==> src/rtl/lfo_pkg.sv <==
// Shared types and constants for the LFO arbiter.
//   lfo_state_t  : arbiter FSM states
//   FREQ_*       : generator frequency codes (2'b00 is passed through as-is)
//   FREQ_RST     : frequency code held after reset
//   ptr_width()  : round-robin pointer width, never below one bit
package lfo_pkg;

    typedef enum logic [2:0] {
        IDLE   = 3'd0,
        START  = 3'd1,
        RUN    = 3'd2,
        STOP   = 3'd3,
        SETTLE = 3'd4
    } lfo_state_t;

    localparam logic [1:0] FREQ_SLOW = 2'b01;
    localparam logic [1:0] FREQ_MID  = 2'b10;
    localparam logic [1:0] FREQ_FAST = 2'b11;
    localparam logic [1:0] FREQ_RST  = FREQ_SLOW;

    function automatic int ptr_width(input int n);
        return (n > 1) ? $clog2(n) : 1;
    endfunction

endpackage

==> src/rtl/lfo_rr_pick.sv <==
// Round-robin find-first-set: returns the first set request at or above
// i_ptr, wrapping modulo N_REQ.
//   i_req  : request vector
//   i_ptr  : search start index
//   o_idx  : selected index (0 when none set)
//   o_vld  : at least one request set
module lfo_rr_pick
    import lfo_pkg::*;
#(
    parameter int N_REQ = 2,
    localparam int PW   = ptr_width(N_REQ)
) (
    input  logic [N_REQ-1:0] i_req,
    input  logic [PW-1:0]    i_ptr,
    output logic [PW-1:0]    o_idx,
    output logic             o_vld
);

    int j;

    always_comb begin
        o_idx = '0;
        o_vld = 1'b0;
        j     = 0;
        for (int i = 0; i < N_REQ; i++) begin
            j = int'(i_ptr) + i;
            if (j >= N_REQ) begin
                j = j - N_REQ;
            end
            if (!o_vld && i_req[j]) begin
                o_vld = 1'b1;
                o_idx = j[PW-1:0];
            end
        end
    end

endmodule

==> src/rtl/lfo_arbiter.sv <==
// Shares one triangle LFO generator among N_REQ effect requesters with
// round-robin arbitration and a minimum time slice. Every start is
// followed by a stop, and every stop by a settle cycle before any restart.
//   i_clk, i_rst      : clock, asynchronous active-high reset
//   i_req             : level request per requester
//   i_freq            : 2-bit frequency code per requester, [2k+1:2k]
//   o_gnt             : one-hot grant (START/RUN), else zero
//   o_busy            : high outside IDLE
//   o_tri_start       : one-cycle generator start pulse
//   o_tri_stop        : one-cycle generator stop pulse
//   o_tri_freq        : frequency code for the generator
//
// state  | meaning
// IDLE   | waiting for any request, pick next owner from pointer
// START  | start pulse, grant owner, clear slice counter
// RUN    | owner holds generator; watch release / freq change / slice
// STOP   | stop pulse, grant withdrawn
// SETTLE | guaranteed quiet cycle for the generator
module lfo_arbiter
    import lfo_pkg::*;
#(
    parameter int N_REQ        = 2,
    parameter int SLICE_CYCLES = 48000
) (
    input  logic               i_clk,
    input  logic               i_rst,
    input  logic [N_REQ-1:0]   i_req,
    input  logic [2*N_REQ-1:0] i_freq,
    output logic [N_REQ-1:0]   o_gnt,
    output logic               o_busy,
    output logic               o_tri_start,
    output logic               o_tri_stop,
    output logic [1:0]         o_tri_freq
);

    localparam int PW = ptr_width(N_REQ);
    localparam int CW = (SLICE_CYCLES > 0) ? $clog2(SLICE_CYCLES + 1) : 1;
    localparam logic [CW-1:0] SLICE_MAX = CW'(SLICE_CYCLES);
    localparam logic [PW-1:0] PTR_LAST  = PW'(N_REQ - 1);

    lfo_state_t     state, state_nx;
    logic [PW-1:0]  ptr, ptr_nx;
    logic [PW-1:0]  owner, owner_nx;
    logic [1:0]     freq_lat, freq_nx;
    logic [CW-1:0]  cnt, cnt_nx;

    logic [N_REQ-1:0] gnt_nx;
    logic             busy_nx, start_nx, stop_nx;

    logic [PW-1:0]    pick_idx;
    logic             pick_vld;
    logic [1:0]       pick_freq, owner_freq;
    logic [PW-1:0]    owner_inc;
    logic [CW-1:0]    cnt_inc;
    logic [N_REQ-1:0] owner_mask;
    logic             other_req;

    lfo_rr_pick #(.N_REQ(N_REQ)) u_pick (
        .i_req (i_req),
        .i_ptr (ptr),
        .o_idx (pick_idx),
        .o_vld (pick_vld)
    );

    assign pick_freq  = i_freq[2*int'(pick_idx) +: 2];
    assign owner_freq = i_freq[2*int'(owner) +: 2];
    assign owner_inc  = (owner == PTR_LAST) ? '0 : owner + 1'b1;
    // Counter value including the current RUN cycle, so a slice of N
    // cycles means exactly N RUN cycles before the handoff.
    assign cnt_inc    = (cnt == SLICE_MAX) ? cnt : cnt + 1'b1;
    assign other_req  = |(i_req & ~owner_mask);
    assign o_tri_freq = freq_lat;

    always_comb begin
        owner_mask        = '0;
        owner_mask[owner] = 1'b1;
    end

    always_ff @(posedge i_clk or posedge i_rst) begin
        if (i_rst) begin
            state       <= IDLE;
            ptr         <= '0;
            owner       <= '0;
            freq_lat    <= FREQ_RST;
            cnt         <= '0;
            o_gnt       <= '0;
            o_busy      <= 1'b0;
            o_tri_start <= 1'b0;
            o_tri_stop  <= 1'b0;
        end else begin
            state       <= state_nx;
            ptr         <= ptr_nx;
            owner       <= owner_nx;
            freq_lat    <= freq_nx;
            cnt         <= cnt_nx;
            o_gnt       <= gnt_nx;
            o_busy      <= busy_nx;
            o_tri_start <= start_nx;
            o_tri_stop  <= stop_nx;
        end
    end

    always_comb begin
        state_nx = state;
        ptr_nx   = ptr;
        owner_nx = owner;
        freq_nx  = freq_lat;
        cnt_nx   = cnt;
        case (state)
            IDLE: begin
                if (pick_vld) begin
                    owner_nx = pick_idx;
                    freq_nx  = pick_freq;
                    cnt_nx   = '0;
                    state_nx = START;
                end
            end
            START: begin
                cnt_nx   = '0;
                state_nx = RUN;
            end
            RUN: begin
                cnt_nx = cnt_inc;
                if (!i_req[owner]) begin
                    ptr_nx   = owner_inc;
                    state_nx = STOP;
                end else if (owner_freq != freq_lat) begin
                    // Same owner restarts at the new rate.
                    ptr_nx   = owner;
                    state_nx = STOP;
                end else if ((cnt_inc == SLICE_MAX) && other_req) begin
                    ptr_nx   = owner_inc;
                    state_nx = STOP;
                end
            end
            STOP:    state_nx = SETTLE;
            SETTLE:  state_nx = IDLE;
            default: state_nx = IDLE;
        endcase
    end

    // Outputs are decoded from the next state so they register alongside it.
    always_comb begin
        gnt_nx   = '0;
        busy_nx  = (state_nx != IDLE);
        start_nx = (state_nx == START);
        stop_nx  = (state_nx == STOP);
        if ((state_nx == START) || (state_nx == RUN)) begin
            gnt_nx[owner_nx] = 1'b1;
        end
    end

endmodule

==> config.mk <==
export PLATFORM = sky130hd
export DESIGN_NAME = lfo_arbiter
export DESIGN_NICKNAME = d
export VERILOG_FILES = /design/src/rtl/lfo_pkg.sv /design/src/rtl/lfo_rr_pick.sv /design/src/rtl/lfo_arbiter.sv
export SDC_FILE = /design/constraint.sdc
export NUM_CORES = 1
export LEC_CHECK = 0
export ABC_AREA = 1
export ABC_CLOCK_PERIOD_IN_PS = 2400
export BUFFER_PORTS_ARGS = -buffer_cell sky130_fd_sc_hd__buf_2
export CAP_MARGIN = 10
export CORE_ASPECT_RATIO = 1.1
export CORE_UTILIZATION = 25
export DETAILED_ROUTE_END_ITERATION = 12
export GPL_TIMING_DRIVEN = 0
export SYNTH_ARGS = -nofsm -noshare
export SYNTH_HDL_FRONTEND = slang
export SYNTH_SLANG_ARGS = --single-unit
==> constraint.sdc <==
create_clock -name i_clk -period 2.4 [get_ports i_clk]
set_clock_uncertainty 0.15 [all_clocks]
set_input_delay 0.48 -clock i_clk [delete_from_list [all_inputs] [get_ports i_clk]]
set_output_delay 0.48 -clock i_clk [all_outputs]
set_load 0.03 [all_outputs]
==> metrics.md, run 1 <==
| Metric | Value |
|---|---|
| Peak Freq | 472 MHz |
| Kind of critical path | register to register |
| Global placer's final weighted congestion | 0.872 |
| Detailed Place HPWL | 2920 µm |
| Total power draw | 1.83 mW |
| Startpoint types | register |
| Actual slew at the worst max-slew pin | 0.557 ns |
| CP cell instances | ha_1 > nand2_1 > nor2_2 > xor2_1 > nand2_1 > nor2_1 > nand4_1 > nand2_1 > nand2_2 > nand2_1 > o21ai_2 |
| Top cells by area, synth | dfrtp_1, nand2_1, inv_1, nor2_1, o21ai_0 |
| Rows | 30 |
| WP buf/inv | 0 |
| Initial antenna violation count | 0 |
| Starting Density | 0.264 |
| Io pins | 15 |
| Post-Place Cells | 325 |
| Data required, critical path | 2.42 ns |
| Average size of a mapped cell | 7.22 µm² |
| Reg clk slew, reported paths | 0.10 ns |
| CTS Hold Bufs | 0 |
| Diodes inserted | 0 |
| Synthesis Warnings | 0 |
| Total track usage | 0.122 |
| Critical path arrival | 2.14 ns |
| Delay-heaviest family, CP | simple AND/OR/NAND/NOR gates |
| Post-route ant nets | 0 |
| TNS Setup | 0 ns |
| Vias in the first global route | 1481 |
| Slowest-stage cell, CP | dfrtp_1 |
| PwrDens | 949 mW/mm² |
| Share of cells above drive strength 1 | 0.140 |
| Core area | 0.00631 mm² |
| Clock sink count | 28 |
| Post-CTS setup buffers | 0 |
| Port Buf Inserts | 14 |
| Via count | 1494 |
| Hold Fails Final Rpt | 0 |
| Leak | 0.859 nW |
| Die Area | 0.00700 mm² |
| TritonCTS buffer count | 3 |
| Hold crit path type | primary input to async pin |
| Syn_nets | 241 |
| Final period util | 0.882 |
| Die width | 79.9 µm |
| Min cycle time layout | 2.12 ns |
| Final net count | 261 |
| Root Driver | clkbuf_8 |
| Seq cells post-synth | 28 |
| Post-synthesis sequential area ratio | 0.421 |
| Final hold slack | 0.0814 ns |
| Post-synth top area share | 0.405 |
| Max-Cap Viols | 0 |
| Slew HR | 0.628 |
| Grt total ovfl | 0 |
| Avg Vias per Cell | 4.53 |
| Clk buf depth | 2 |
| Die Height | 87.7 µm |
| CP endpoint kind | register |
| Post-Syn Area | 0.00167 mm² |
| CP max stage delay | 0.43 ns |
| Library cells used by synthesis | 23 |
| Maximum number of pins on one net before global-route repair | 29 |
| Final Util | 0.306 |
| CP most frequent cell | nand2_1 |
| Post-Syn Instances | 231 |
| DR WL/cell | 11.5 µm |
| Worst reg2reg setup slack | 0.28 ns |
| Maximum vdd drop | 0.482 mV |
| H-tree level count | 1 |
| Post-CTS resize count | 0 |
| Final wirelength | 3800 µm |
| Slew Viols, Final | 0 |
| # DRC | 0 |
| Crit Path Max Fanout | 5 |
| Largest area contributor in the netlist | dfrtp_1 |
| Drt pass-1 iters | 4 |
| CTS tree | done |
| Initial drt markers | 48 |
| First-pass GRT wire length | 6760 µm |
| Final Non-Filler Cells | 330 |
| RSZ-0062 raised after global routing | false |
| Setup violators final | 0 |
| Outcome | finished, final reports clean |
| Clock latency at the later pin of the worst-skew pair | 0.28 ns |
| P&R area growth vs syn | 15.7% |
==> final cells by class <==
class	instances	area, µm²
inverter	33	124
clock inverter	1	30.0
multi-input combinational	168	831
clock buffer	3	41.3
tap	80	100
fill	687	4380
buffer	2	16.3
sequential	28	702
timing repair buffer	15	85.1
==> sequential cells by signal, indices dropped and copies added, names as in the netlist <==
name and flops:
cnt 16, state 3, o_gnt 2, o_tri_freq 2, o_busy 1, o_tri_start 1
o_tri_stop 1, owner 1, ptr 1
==> worst paths after layout <==
check	to	startpoint	cells after the start
worst max register to register	ptr$_DFFE_PP0P_	cnt[0]$_DFFE_PP0P_	11
worst max-delay path	ptr$_DFFE_PP0P_	cnt[0]$_DFFE_PP0P_	11
worst min register to register	ptr$_DFFE_PP0P_	ptr$_DFFE_PP0P_	2
max in group asynchronous	o_tri_freq[0]$_DFFE_PP1P_	i_rst	3
worst min-delay path	o_tri_start$_DFF_PP0_	i_rst	2
min in group i_clk	o_tri_freq[1]$_DFFE_PP0P_	i_freq[3]	3
==> cell usage in the layout (no fill, tap or decap) <==
cell type	count
o21ai_1	1
or2_2	1
dfstp_2	1
o21ai_0	18
nor3_1	2
ha_1	2
clkbuf_8	3
nand3_1	15
nand2_2	3
inv_1	31
o22ai_1	7
inv_2	1
nor2_1	28
buf_8	1
buf_2	15
o21ai_2	1
nand3_2	2
nor2_4	1
nor2_2	4
nand2_1	62
clkinv_1	1
dfrtp_1	27
buf_6	1
xor2_1	10
a21oi_1	3
o211ai_1	1
nand4_1	7
bufinv_16	1
==> Yosys cell counts <==
cell,n
nand2_1,62
inv_1,32
nor2_1,28
dfrtp_1,27
o21ai_0,18
nand3_1,15
xor2_1,10
nand4_1,7
o22ai_1,7
nor2_2,5
a21oi_1,3
nand2_2,3
ha_1,2
nand3_2,2
nor3_1,2
buf_2,1
buf_6,1
clkinv_1,1
dfstp_2,1
o211ai_1,1
o21ai_1,1
o21ai_2,1
or2_2,1
==> metrics by stage <==
stage          instance area (µm²)  setup slack, ns
3_5_place_dp                  1840            0.266
6_report                      1930            0.282
4_1_cts                       1910            0.248
5_1_grt                       1930           0.0276
2_1_floorplan                 1670            0.598
3_3_place_gp                  1840            0.281
==> report_power, final <==
part           switching [mW]  leakage, nW  internal [mW]
combinational           0.558        0.453          0.238
clock                   0.158       0.0357          0.224
sequential             0.0677        0.371          0.587
total                   0.783        0.859           1.05
==> routing by layer <==
| layer | wire, µm | part of all wire | vias up | GRT usage |
|---|---|---|---|---|
| met5 | 0 | 0 | - | 0 |
| li1 | - | - | 772 | - |
| met2 | 1830 | 0.48 | 31 | 0.208 |
| met3 | 126 | 0.033 | 5 | 0.0156 |
| met1 | 1800 | 0.47 | 686 | 0.163 |
| met4 | 34 | 0.0089 | 0 | 0.0292 |
==> logic make-up after synthesis <==
kind of cell	synth area share
compound gates	0.102
xor+xnor	0.0525
fa+ha+maj	0.0150
buf+inv	0.0840
flops	0.421
simple gates	0.326
(Power assumes the default switching activity.)
==> inputs of run 2 (changes only) <==
--- a/config.mk
+++ b/config.mk
@@ -5,7 +5,6 @@
 export SDC_FILE = /design/constraint.sdc
 export NUM_CORES = 1
 export LEC_CHECK = 0
-export ABC_AREA = 1
 export ABC_CLOCK_PERIOD_IN_PS = 2400
 export BUFFER_PORTS_ARGS = -buffer_cell sky130_fd_sc_hd__buf_2
 export CAP_MARGIN = 10
==> metrics.md, run 2 <==
| Metric | Value |
|---|---|
| Outcome | finished, final reports clean |
| P&R area growth vs syn | 20.9% |
| Via count | 1482 (-0.80%) |
| Biggest regs | cnt x16, state x3 |
| Top cells by area, synth | dfrtp_1, o21ai_0, nand2_1, nor2_1, buf_6 |
| Die Area | 0.00711 mm² (+1.5%) |
| Final WS setup | 0.0710 ns (-0.211 ns) |
| Port Buf Inserts | 14 (unchanged) |
| Leak | 0.916 nW (+6.6%) |
| Final hold slack | 0.0240 ns (-0.0573 ns) |
| Number of flops mapped to enable cells by yosys | 0 (unchanged) |
| Library cells used by synthesis | 43 (+87%) |
| Actual slew at the worst max-slew pin | 0.613 ns (+0.0563 ns) |
| Global placer's final weighted congestion | 0.833 (-4.4%) |
| Commonest non-fill, non-tap cells in the layout | o21ai_0, nand2_1, dfrtp_1 |
| Syn_nets | 203 (-16%) |
| Reg clk slew, reported paths | 0.10 ns (about the same) |
| Post-Syn Instances | 193 (-16%) |
| Clock sink count | 28 (unchanged) |
| Rows | 31 (+3.3%) |
| Starting Density | 0.258 (-0.00623) |
| Share of cells above drive strength 1 | 0.242 (+0.102) |
| Grt total ovfl | 0 (unchanged) |
| Placed cell area | 0.00187 mm² (+1.5%) |
| Largest area contributor in the netlist | dfrtp_1 |
| Total track usage | 0.117 (-0.00522) |
| Post-synth top cells | dfrtp_1, o21ai_0, nand2_1 |
| WP buf/inv | 2 (+2) |
| Initial drt markers | 70 (+46%) |
| First-pass GRT wire length | 6500 µm (-3.8%) |
| Post-synth top area share | 0.399 (-0.00599) |
| Initial antenna violation count | 0 (unchanged) |
| Final wirelength | 3840 µm (+0.97%) |
| Largest register FFs | 16 (unchanged) |
| Critical path arrival | 2.39 ns (+0.25 ns) |
| Slew Viols, Final | 0 (unchanged) |
| Kind of critical path | register to register |
| Setup violators final | 0 (unchanged) |
| Data required, critical path | 2.46 ns (+0.04 ns) |
| Core area | 0.00656 mm² (+3.9%) |
| Final period util | 0.970 (+0.0880) |
| Post-Syn Area | 0.00169 mm² (+1.5%) |
| Synthesis Warnings | 0 (unchanged) |
| Number of filler cells placed in the layout | 663 (-3.5%) |
| Vias in the first global route | 1391 (-6.1%) |
| Startpoint types | register |
| Max-Cap Viols | 0 (unchanged) |
| Hold Fails Final Rpt | 0 (unchanged) |
| RSZ-0062 raised after global routing | true |
| Ys flop type | dfrtp_1 |
| PwrDens | 927 mW/mm² (-2.4%) |
| CP endpoint kind | register |
| Hold crit path type | primary input to async pin |
| Dpl ws | -0.330 ns (-0.596 ns) |
| Die Height | 88.3 µm (+0.73%) |
| Min cycle time layout | 2.33 ns (+0.211 ns) |
| Diodes inserted | 0 (unchanged) |
| Clock latency at the later pin of the worst-skew pair | 0.28 ns (about the same) |
| Avg Vias per Cell | 4.92 (+8.8%) |
| DR WL/cell | 12.7 µm (+11%) |
| Maximum vdd drop | 0.502 mV (+4.2%) |
| CTS tree | done |
| CP max stage delay | 0.49 ns (+0.06 ns) |
| TNS Setup | 0 ns (unchanged) |
| Die width | 80.5 µm (+0.73%) |
| Drt pass-1 iters | 4 (unchanged) |
| Final net count | 230 (-12%) |
| Average size of a mapped cell | 8.77 µm² (+21%) |
| Maximum number of pins on one net before global-route repair | 29 (unchanged) |
| H-tree level count | 1 (unchanged) |
| Root Driver | clkbuf_8 |
| Delay-heaviest family, CP | simple AND/OR/NAND/NOR gates |
| TritonCTS buffer count | 3 (unchanged) |
| Largest Register | cnt |
| Commonest non-fill, non-tap cell in the layout | o21ai_0 |
| Detailed Place HPWL | 2660 µm (-8.8%) |
| # DRC | 0 (unchanged) |
| CP cell instances | nand4_4 > or2_1 > buf_6 > or4_4 > a21oi_4 > a41oi_2 > inv_2 > mux2i_1 |
| Io pins | 15 (unchanged) |
| Peak Freq | 429 MHz (-9.1%) |
| Post-synthesis sequential area ratio | 0.415 (-0.00622) |
| Clk buf depth | 2 (unchanged) |
| Post-route ant nets | 0 (unchanged) |
| Slew HR | 0.586 (-0.0424) |
| Seq cells post-synth | 28 (unchanged) |
| FFs w/ async S/R, synth | 1.00 (unchanged) |
| Crit Path Max Fanout | 8 (+3) |
| Fin area | 0.00205 mm² (+6.1%) |
| Slowest-stage cell, CP | or4_4 |
## run 2: changes by cell type after synthesis, moves of 5 or more
| cell | before | now |
|---|---|---|
| nand3_1 | 15 | 4 |
| nor2_1 | 28 | 16 |
| nand2_1 | 62 | 24 |
| clkbuf_1 | 0 | 5 |
| nor3_1 | 2 | 7 |
| a31oi_1 | 0 | 6 |
| xor2_1 | 10 | 4 |
| inv_1 | 32 | 7 |
| o22ai_1 | 7 | 0 |
| nor2_2 | 5 | 0 |
| and3_1 | 0 | 7 |
| mux2i_1 | 0 | 5 |
| o21ai_0 | 18 | 27 |
## run 2: kinds of logic after synthesis
logic type,count (synthesis),synth area share
simple gates,77,0.234
mux,6,0.0362
flops,28,0.415
fa+ha+maj,2,0.0148
compound gates,50,0.180
buf+inv,22,0.0783
xor+xnor,8,0.0414
## run 2: repair_timing
item | 4_1_cts | 5_1_grt
endpoints found under the setup margin | 5 | 11
gates resized for setup | 4 | 9
pin swaps | 0 | 4
hold buffers | 0 | 0
buffers inserted | 0 | 8
## run 2: layout make-up
cell class              count  area (µm²)  share of cell area
plain buffers              13         105              0.0513
multi-input cells         143         890               0.435
flip-flops and latches     28         707               0.345
inverters                   8        30.0              0.0147
repair buffers             23         158              0.0770
well taps                  82         103              0.0501
clock buffers               4        55.1              0.0269
## run 2: final timing paths
path	start	to	slack [ns]	cells after the start
max	cnt[0]$_DFFE_PP0P_	ptr$_DFFE_PP0P_	0.07	8
max in group asynchronous	i_rst	o_tri_freq[0]$_DFFE_PP1P_	1.55	3
min	i_rst	o_tri_freq[1]$_DFFE_PP0P_	0.02	2
min in group i_clk	i_freq[3]	o_tri_freq[1]$_DFFE_PP0P_	0.34	3
max reg2reg	cnt[0]$_DFFE_PP0P_	ptr$_DFFE_PP0P_	0.07	8
min reg2reg	o_tri_freq[0]$_DFFE_PP1P_	o_tri_freq[0]$_DFFE_PP1P_	0.36	2
## run 2: through the flow
step,util,instances,total power [mW]
after floorplan,-,193,1.30
after global placement,0.285,289,1.53
after detailed placement,0.285,289,1.54
after CTS,0.294,293,1.84
after global routing,0.312,301,2.05
final,0.312,301,1.90
## run 2: per-layer routing
layer	wire, µm	part of all wire	track usage	vias to the layer above
met3	162	0.042	0.0196	7
met4	59	0.015	0.0357	0
li1	-	-	-	730
met1	1720	0.45	0.150	709
met2	1890	0.49	0.200	36
met5	0	0	0	-
## run 2: power by group
group | leakage [nW] | internal [mW] | switching (mW) | total (mW)
Sequential | 0.363 | 0.591 | 0.0875 | 0.678
Combinational | 0.524 | 0.327 | 0.588 | 0.916
Clock | 0.0288 | 0.147 | 0.156 | 0.303
==> inputs of run 3 (changes only) <==
--- a/config.mk
+++ b/config.mk
@@ -12,6 +12,8 @@
 export CORE_UTILIZATION = 25
 export DETAILED_ROUTE_END_ITERATION = 12
 export GPL_TIMING_DRIVEN = 0
+export SLEW_MARGIN = 20
 export SYNTH_ARGS = -nofsm -noshare
 export SYNTH_HDL_FRONTEND = slang
+export SYNTH_HIERARCHICAL = 1
 export SYNTH_SLANG_ARGS = --single-unit
==> metrics.md, run 3 <==
| Metric | Value |
|---|---|
| Outcome | finished, final reports clean |
| Worst reg2reg setup slack | 0.07 ns (about the same) |
| Data required, critical path | 2.43 ns (-0.03 ns) |
| Final period util | 0.971 (about the same) |
| Top cells by area, synth | dfrtp_1, o21ai_0, mux2i_1, nand2_1, nor2_1 |
| Commonest non-fill, non-tap cell in the layout | dfrtp_1 |
| Post-Place Cells | 276 (-4.5%) |
| Starting Density | 0.264 (+0.00583) |
| Fin area | 0.00196 mm² (-4.3%) |
| Post-synth top cells | dfrtp_1, o21ai_0, nand2_1 |
| Initial drt markers | 61 (-13%) |
| # DRC | 0 (unchanged) |
| Commonest non-fill, non-tap cells in the layout | dfrtp_1, o21ai_0, buf_2 |
| Clk buf depth | 2 (unchanged) |
| CTS tree | done |
| Root Driver | clkbuf_8 |
| Slew HR | 0.602 (+0.0155) |
| First-pass GRT wire length | 6350 µm (-2.2%) |
| Post-synthesis sequential area ratio | 0.421 (+0.00685) |
| PwrDens | 989 mW/mm² (+6.8%) |
| Clock latency at the later pin of the worst-skew pair | 0.28 ns (about the same) |
| Vias in the first global route | 1337 (-3.9%) |
| TritonCTS buffer count | 3 (unchanged) |
| Detailed Place HPWL | 2700 µm (+1.4%) |
| Crit Path Max Fanout | 8 (unchanged) |
| Slew Viols, Final | 0 (unchanged) |
| Share of cells above drive strength 1 | 0.240 (-0.00181) |
| Largest area contributor in the netlist | dfrtp_1 |
| Average size of a mapped cell | 9.15 µm² (+4.3%) |
| Actual slew at the worst max-slew pin | 0.597 ns (-0.0161 ns) |
| Post-Syn Instances | 182 (-5.7%) |
| Critical path arrival | 2.36 ns (-0.03 ns) |
| Leak | 0.814 nW (-11%) |
| Startpoint types | register |
| Final net count | 215 (-6.5%) |
| Seq cells post-synth | 28 (unchanged) |
| Kind of critical path | register to register |
| Largest Register | cnt |
| Peak Freq | 429 MHz (about the same) |
| TNS Setup | 0 ns (unchanged) |
| Maximum vdd drop | 0.560 mV (+12%) |
| Largest register FFs | 16 (unchanged) |
| Dpl ws | -0.283 ns (+0.0468 ns) |
| Post-route ant nets | 0 (unchanged) |
| Final Util | 0.311 (-0.00176) |
| FFs w/ async S/R, synth | 1.00 (unchanged) |
| Number of flops mapped to enable cells by yosys | 0 (unchanged) |
| Final wirelength | 3900 µm (+1.5%) |
| Clock sink count | 28 (unchanged) |
| Max-Cap Viols | 0 (unchanged) |
| Biggest regs | cnt x16, state x3 |
| Global placer's final weighted congestion | 0.862 (+3.5%) |
| Rows | 30 (-3.2%) |
| Ys flop type | dfrtp_1 |
| Min cycle time layout | 2.33 ns (+0.000594 ns) |
| P&R area growth vs syn | 17.6% |
| Post-synth top area share | 0.406 (+0.00660) |
| Core area | 0.00631 mm² (-3.8%) |
| Synthesis Warnings | 6 (+6) |
| Hold Fails Final Rpt | 0 (unchanged) |
| CTS Hold Bufs | 0 (unchanged) |
| Slowest-stage cell, CP | dfrtp_2 |
| Die Area | 0.00699 mm² (-1.6%) |
| Library cells used by synthesis | 43 (unchanged) |
| Setup violators final | 0 (unchanged) |
| Io pins | 15 (unchanged) |
| Count leader, synth | dfrtp_1 |
| Avg Vias per Cell | 5.06 (+2.8%) |
| Port Buf Inserts | 14 (unchanged) |
| H-tree level count | 1 (unchanged) |
| Grt total ovfl | 0 (unchanged) |
| Die Height | 87.6 µm (-0.80%) |
| Maximum number of pins on one net before global-route repair | 29 (unchanged) |
| CP endpoint kind | register |
| Total power draw | 1.94 mW (+2.1%) |
| Diodes inserted | 0 (unchanged) |
| Placed cell area | 0.00184 mm² (-1.6%) |
| Total track usage | 0.117 (about the same) |
| Final hold slack | 0.104 ns (+0.0801 ns) |
| Initial antenna violation count | 0 (unchanged) |
| Final WS setup | 0.0704 ns (-0.000594 ns) |
| Reg clk slew, reported paths | 0.10 ns (about the same) |
| DR WL/cell | 13.7 µm (+7.6%) |
| Post-Syn Area | 0.00167 mm² (-1.6%) |
| RSZ-0062 raised after global routing | true |
| CP cell instances | ha_1 > buf_2 > and3_4 > a32oi_1 > nor3_1 > o211ai_1 > o31ai_4 > buf_4 > or2_1 |
| Via count | 1437 (-3.0%) |
| Syn_nets | 192 (-5.4%) |
| Die width | 79.8 µm (-0.80%) |
| Final Non-Filler Cells | 284 (-5.6%) |
| Hold crit path type | primary input to async pin |
| Drt pass-1 iters | 4 (unchanged) |
| CP max stage delay | 0.46 ns (-0.03 ns) |
==> run 3: changes by cell type after synthesis, moves of 3 or more <==
cell and change:
nor3_1 -3, o21ai_0 -3, a21oi_1 +5, nand2_1 -8, nand3_1 +5, buf_6 -3
and4_1 +3, nor2_1 -3, buf_2 +4
==> run 3: layout make-up <==
class,count,area [µm²]
fillers,681,4350
multi-input cells,136,905
flip-flops and latches,28,704
repair buffers,18,100
well taps,80,100
plain buffers,13,75.1
clock buffers,4,55.1
inverters,5,18.8
==> run 3: worst max-delay path, delay by kind of cell (launching register included) <==
family,cells,cell delay (ns)
and+or+nand+nor,3,0.48
buffers and inverters,2,0.34
adders and majority gates,1,0.20
DFF,1,0.46
AOI/OAI and AO/OA,3,0.59
==> run 3: final timing paths <==
check / startpoint / endpoint / depth (start not counted)
hold reg to reg: o_tri_freq[0]$_DFFE_PP1P_ / o_tri_freq[0]$_DFFE_PP1P_ / 2
setup / recovery: cnt[0]$_DFFE_PP0P_ / state[0]$_DFF_PP0_ / 9
setup reg to reg: cnt[0]$_DFFE_PP0P_ / state[0]$_DFF_PP0_ / 9
min in group i_clk: i_freq[0] / o_tri_freq[0]$_DFFE_PP1P_ / 3
max in group asynchronous: i_rst / cnt[0]$_DFFE_PP0P_ / 2
hold / removal: i_rst / cnt[11]$_DFFE_PP0P_ / 2
==> run 3: logic make-up after synthesis <==
logic type / after synthesis / synth area share
flip-flops: 28 / 0.421
adder cells (fa/ha/maj): 2 / 0.0150
multiplexers: 8 / 0.0518
AND/OR/NAND/NOR: 67 / 0.222
buffers and inverters: 18 / 0.0563
XOR/XNOR: 8 / 0.0421
AO/OA/AOI/OAI: 51 / 0.191
==> run 3: routing by layer <==
layer,up-vias,share of wire,track usage
li1,712,-,-
met1,691,0.48,0.154
met2,27,0.46,0.194
met3,7,0.032,0.0156
met4,0,0.022,0.0422
met5,-,0,0
==> run 3: power by group <==
group | internal, mW | switching [mW] | total [mW] | leakage [nW]
Combinational | 0.347 | 0.593 | 0.939 | 0.420
Clock | 0.147 | 0.151 | 0.298 | 0.0288
Sequential | 0.595 | 0.105 | 0.700 | 0.366
Total | 1.09 | 0.848 | 1.94 | 0.814
==> run 3: what timing repair did <==
item                       4_1_cts  5_1_grt
setup buffers                    1        3
setup endpoints to repair        5        9
pin swaps                        2        3
gates resized for setup          6        4
